--- config.mk ---
export PLATFORM = sky130hd
export DESIGN_NAME = imem_boot_loader
export DESIGN_NICKNAME = d
export VERILOG_FILES = /design/src/rtl/imem_boot_loader.sv
export SDC_FILE = /design/constraint.sdc
export NUM_CORES = 1
export LEC_CHECK = 0
export ABC_AREA = 1
export CAP_MARGIN = 20
export CELL_PAD_IN_SITES_DETAIL_PLACEMENT = 1
export CELL_PAD_IN_SITES_GLOBAL_PLACEMENT = 1
export CORE_MARGIN = 2
export CORE_UTILIZATION = 33
export CTS_CLUSTER_SIZE = 14
export DETAILED_ROUTE_END_ITERATION = 6
export PLACE_DENSITY = 0.79
export SLEW_MARGIN = 20
export SYNTH_ARGS = -nofsm -noshare
export SYNTH_HDL_FRONTEND = slang
export SYNTH_SLANG_ARGS = --single-unit
--- constraint.sdc ---
create_clock -name clk -period 2 [get_ports clk]
set_input_delay 0.4 -clock clk [delete_from_list [all_inputs] [get_ports clk]]
set_output_delay 0.4 -clock clk [all_outputs]
set_load 0.005 [all_outputs]
--- src/rtl/imem_boot_loader.sv ---
// Boot loader: streams a program into instruction memory from address 0, then
// enables the core until it halts, tracking word count and run-cycle count.
module imem_boot_loader #(
   parameter int unsigned ADDR_W    = 10,
   parameter int unsigned MAX_WORDS = 1024
) (
   input  logic              clk,
   input  logic              rst_n,
   input  logic              start,
   input  logic              in_valid,
   output logic              in_ready,
   input  logic [31:0]       in_data,
   input  logic              in_last,
   output logic              im_we,
   output logic [ADDR_W-1:0] im_addr,
   output logic [31:0]       im_wdata,
   output logic              cpu_run,
   input  logic              halt,
   output logic              done,
   output logic              err_overflow,
   output logic [ADDR_W:0]   word_count,
   output logic [31:0]       run_cycles
);

   localparam int unsigned CNT_W = ADDR_W + 1;
   localparam logic [CNT_W-1:0] MAX_CNT = CNT_W'(MAX_WORDS);

   // COMMIT is a one-cycle gap so the last write lands before the core is released
   typedef enum logic [2:0] {
      S_IDLE,
      S_LOAD,
      S_COMMIT,
      S_RUN,
      S_HALTED,
      S_ERROR
   } state_t;

   state_t           state;
   logic             accept;
   logic [CNT_W-1:0] next_count;

   assign accept     = in_valid & in_ready;
   assign next_count = word_count + CNT_W'(1);

   always_ff @(posedge clk) begin
      if (!rst_n) begin
         state        <= S_IDLE;
         in_ready     <= 1'b0;
         im_we        <= 1'b0;
         im_addr      <= '0;
         im_wdata     <= '0;
         cpu_run      <= 1'b0;
         done         <= 1'b0;
         err_overflow <= 1'b0;
         word_count   <= '0;
         run_cycles   <= '0;
      end else begin
         im_we <= 1'b0;
         case (state)
            S_IDLE, S_HALTED: begin
               if (start) begin
                  state      <= S_LOAD;
                  in_ready   <= 1'b1;
                  word_count <= '0;
                  run_cycles <= '0;
                  done       <= 1'b0;
               end
            end
            S_LOAD: begin
               if (accept) begin
                  im_we      <= 1'b1;
                  im_addr    <= word_count[ADDR_W-1:0];
                  im_wdata   <= in_data;
                  word_count <= next_count;
                  if (in_last) begin
                     state    <= S_COMMIT;
                     in_ready <= 1'b0;
                  end else if (next_count == MAX_CNT) begin
                     state        <= S_ERROR;
                     in_ready     <= 1'b0;
                     err_overflow <= 1'b1;
                  end
               end
            end
            S_COMMIT: begin
               state   <= S_RUN;
               cpu_run <= 1'b1;
            end
            S_RUN: begin
               // The halt cycle itself is still counted as a run cycle
               if (run_cycles != '1) begin
                  run_cycles <= run_cycles + 32'd1;
               end
               if (halt) begin
                  state   <= S_HALTED;
                  cpu_run <= 1'b0;
                  done    <= 1'b1;
               end
            end
            S_ERROR: begin
               state <= S_ERROR;
            end
            default: begin
               state <= S_IDLE;
            end
         endcase
      end
   end

endmodule

* Word-level counts from Yosys, hierarchy flattened *
Index checks and enable logic that the tools add are counted.

storage, ports and cells
  input port bits = 38
  register bits after elaboration = 93
  output and inout bits = 90
  logic and storage cells = 63

cells by class
  bitwise operators = 2
  reduce and logical (&&, ||, !) cells = 14
  add/subtract/negate cells = 2
  mux-type cells = 23
  equal/unequal tests = 12

operator list
  cell                     number
  $mux W32                 2
  $pmux W32 S2             1
  $add A32 B1 Y32 const B  1
  $ne A32 B32 Y1 const B   1
  $mux W11                 2
  $pmux W11 S2             1
  $mux W3                  5
  $pmux W3 S5              1
  $reduce_and A4 Y1        3
  $add A11 B1 Y11 const B  1
  $eq A11 B11 Y1 const B   1
  $reduce_and A3 Y1        3
  $mux W1                  8
  $ne A2 B2 Y1 const B     4
  $eq A3 B2 Y1 const B     2
  $eq A3 B3 Y1 const B     2
  $pmux W1 S2              3
  $reduce_and A2 Y1        3
  $reduce_bool A2 Y1       3
  $eq A3 B1 Y1 const B     1
  $logic_not A3 Y1         1
  $ne A3 B3 Y1 const B     1
  $reduce_or A2 Y1         1
  $and A1 B1 Y1            1
  $not A1 Y1               1

* Depth between registers and ports, before layout *
  depth after elaboration = 6
  mapped depth = 12
  gate-level depth less buffers = 12

* Worst setup path before layout *
Ideal clock, no wire load.

  path type = reg2reg
  start point = register run_cycles[0]
  end point = register run_cycles[0]
  setup time = 116 ps
  slack = 266 ps
  data required time = 1884 ps
  arrival time = 1618 ps
  buffers on the path = 2
  stages on the path, launching flop included = 12
  clock period less this slack = 1734 ps
  cell sequence = dfxtp_1 -> ha_1 -> nand2_1 -> nor2_2 -> nand2_1 -> nor2_2 -> nand2_1 -> nand2_2 -> nand2_2 -> buf_6 -> buf_6 -> o211a_1

between the ends
  longest elaborated chain between the ends = 3
  elaborated cells between the ends (all ways) = 6
  those cells by class = add/sub: 1; eq/ne: 2; mux: 2; reduce/logical: 1

ends and longest elaborated chain
  what                                               RTL line  text
  from (decl)                                        22        output logic [31:0] run_cycles
  from (signal assigned)                             92        run_cycles <= run_cycles + 32'd1;
  $add A32 B1 Y32 or $ne A32 B32 Y1 (tied branches)  92, 91
  $mux W32 or $ne A2 B2 Y1 (tied branches)           n/a
  $pmux W32 S2 or $reduce_and A3 Y1 (tied branches)  n/a

Several ways; a longest one is shown, not always the timed one. The select of a mux whose other input is x is not followed.
A chain may end at the register's enable or synchronous reset.

* Worst setup path in the final report *
  start point = register run_cycles[1]
  end point = register run_cycles[18]

Same word-level chain as after synthesis.

==> metrics.csv <==
metric;value;unit
crit_chain;ha_1 -> nand2_1 -> nor2_2 -> nand2_2 -> nor2_4 -> nand2_1 -> nand2_2 -> nand2_4 -> buf_6 -> nand3_1 -> nor3b_1;
most-common-layout-cells;nand2_1, clkdlybuf4s50_1, nor2_1;
run_status;finished, final reports clean;
synth_cell_type_count;32;
crit_family;simple AND/OR/NAND/NOR gates;
fp.dieH;119.2;um
gp_congestion;0.8489;
num_rows;42;
r2r_end;run_cycles[18];
hold_viol;0;
period_share;93.93;%
fmax;0.5323;GHz
crit_end;run_cycles[18];
slew_violations;0;
p_comb_share;19.5;%
vias_per_cell;5.050;
hold_path.class;flip-flop to flip-flop;
synth_top_area_share;42.51;%
path_depth;11;
clkLatencyLatePin;0.35;ns
grt_pass1_vias;5218;
crit_required;2.26;ns
grt_overflow;0;
syn_area;4379;um^2
clk_pin_slew_worst_paths;0.07;ns
fin_skew;0.009365;ns
routed-via-count;4863;
cts.path.max_buffers;2;
power;5.025;mW
first_pass_iters;4;
cts_tree;built;
ys_top_cells_by_area;dfxtp_1, nand2_1, nor2_1;
worstSetupPathType;flip-flop to flip-flop;
synth_area_leader_cell;dfxtp_1;
vdd.ir_drop.worst;0.0004277;V
r2r-start;run_cycles[1];
hold_buffers;0;
diodes;0;
post-place-ws;-0.01580;ns
start_util;33.47;%
r2r_slack;0.12;ns
async_flop_share;0;%
portBuffers;127;
crit_arrival;2.14;ns
grt_pass1_wl;25170;um
syn_area_per_cell;6.832;um^2
p_sw_share;27.66;%
grt_max_degree;47;
drt_wl_total;15290;um
finalSetupTns;0;ns
n_fill_cell;1626;
power.density;785.1;nW/um^2
switchingPower;1.390;mW
io_pins;128;
crit_path_end_kind;flip-flop;
syn_to_final_growth;46.14;%
regArea;1868;um^2
core;13090;um^2
cap_violations;0;
antenna_found_initial;0;
ys_seq_area_share;42.51;%
synth_edf_count;0;
die_area;14210;um^2
setup-violations-final;0;
die_w;119.2;um
multi_input_area;2270;um^2
rsz0062_at_grt;no;
drt-initial-drc-count;212;
r2r_cells;11;
htree_levels;3;
crit_path_max_fanout;20;
drc;0;
relSlewSlack;48.94;%
start_kind;flip-flop;
ctsRootBufferMaster;clkbuf_16;
min_period;1.879;ns
crit_start;run_cycles[1];
critPathBufInv;1;
intPower;3.635;mW
numCtsBuffers;9;
pwr-share-seq;40.5;%
track_usage;21.72;%
yosys_warnings;0;
final_common_cell;nand2_1;
wl_per_cell;15.87;um
final_nets;822;
hpwl;11070;um
synthCells;641;
worst_pin_slew;0.7631;ns
cpPeakStageDelay;0.34;ns
synth_fp_nets;681;
ys.flop_type;dfxtp_1;
cts.sinks;93;
ys_ff_latch;93;
cellLeakagePower;2.329;nW
p_clk_share;40.0;%
ant_nets;0;
layout_setup_ws;0.1213;ns
cpMaxStageDelayCell;dfxtp_1;
drive_gt1_share;10.29;%
[per-layer routing]
metal	GRT usage, %	routed length [um]	vias up	share of wire (%)
li1	-	-	2383	-
met1	25.31	6566	2342	43
met2	38.29	7463	121	49
met3	6.609	1044	17	6.8
met4	6.324	212	0	1.4
met5	0	0	-	0
[metrics by stage]
stage / utilization [%] / std cells / hold slack (ns) / instance area [um^2]
after global placement: 45.54 / 945 / 0.4457 / 5959
final: 48.91 / 963 / 0.4534 / 6400
after CTS: 48.19 / 961 / 0.4638 / 6306
after detailed placement: 45.54 / 945 / 0.4504 / 5959
after global routing: 48.91 / 963 / 0.4982 / 6400
after floorplan: - / 641 / 0.4466 / 4379
[cells by family (layout without fill, tap and decap cells)]
group           after synthesis  count (layout)  synth area share, %
simple gates                349             349                35.06
buf+inv                      74             220                7.143
compound gates              120             120                14.11
fa+ha+maj                     2               2               0.5713
flops                        93              93                42.51
xor+xnor                      3               3               0.6001
[cell usage after synthesis (3+ instances only)]
library cell	instances
buf_2	6
nor2_1	118
nand2_2	3
inv_1	41
nand3b_1	4
o21ai_0	54
inv_2	6
clkbuf_1	16
nor3_1	16
nand4_1	15
nand2_1	132
a21oi_1	58
nand3_1	42
nor2_2	6
nor3_2	5
buf_6	3
dfxtp_1	93
[registers in the layout (all words and copies together) (netlist names)]
register,count
im_wdata,32
run_cycles,32
word_count,11
im_addr,10
state,3
cpu_run,1
done,1
err_overflow,1
im_we,1
in_ready,1
[worst min-delay path: stages, from the launching register on]
cell     delay, ns
dfxtp_1       0.31
inv_1         0.05
a21oi_1       0.05
[final cells by class]
class	instances	share of cell area [%]
Multi-Input combinational cell	474	35.46
Sequential cell	93	29.19
Timing Repair Buffer	156	23.64
Clock buffer	12	3.851
Tap cell	176	3.441
Inverter	48	2.933
Clock inverter	4	1.486
[how the worst min path moves through the flow]
| stage | start | slack, ns | to | cells after the start |
|---|---|---|---|---|
| finish | done | 0.45 | done | 2 |
| global route | done | 0.50 | done | 2 |
| CTS | done | 0.46 | done | 2 |
| detailed placement | err_overflow | 0.45 | err_overflow | 2 |
| global placement | err_overflow | 0.45 | err_overflow | 2 |
| floorplan | done | 0.45 | done | 2 |
[power by group through the flow]
| stage | registers [mW] | logic, mW | clock network, mW |
|---|---|---|---|
| finish | 2.04 | 0.979 | 2.01 |
| global placement | 2.07 | 0.908 | 0 |
| CTS | 2.04 | 0.952 | 2.04 |
| global route | 2.05 | 1.09 | 2.11 |
| floorplan | 2.08 | 0.498 | 0 |
| detailed placement | 2.08 | 0.944 | 0 |
[timing repair]
item                       in CTS  in global routing
setup endpoints to repair       2                 31
cloned                          0                  0
resized for setup               2                 23
pin swaps                       0                  3
setup buffers                   0                  2
Power figures use the tool's default switching activity.
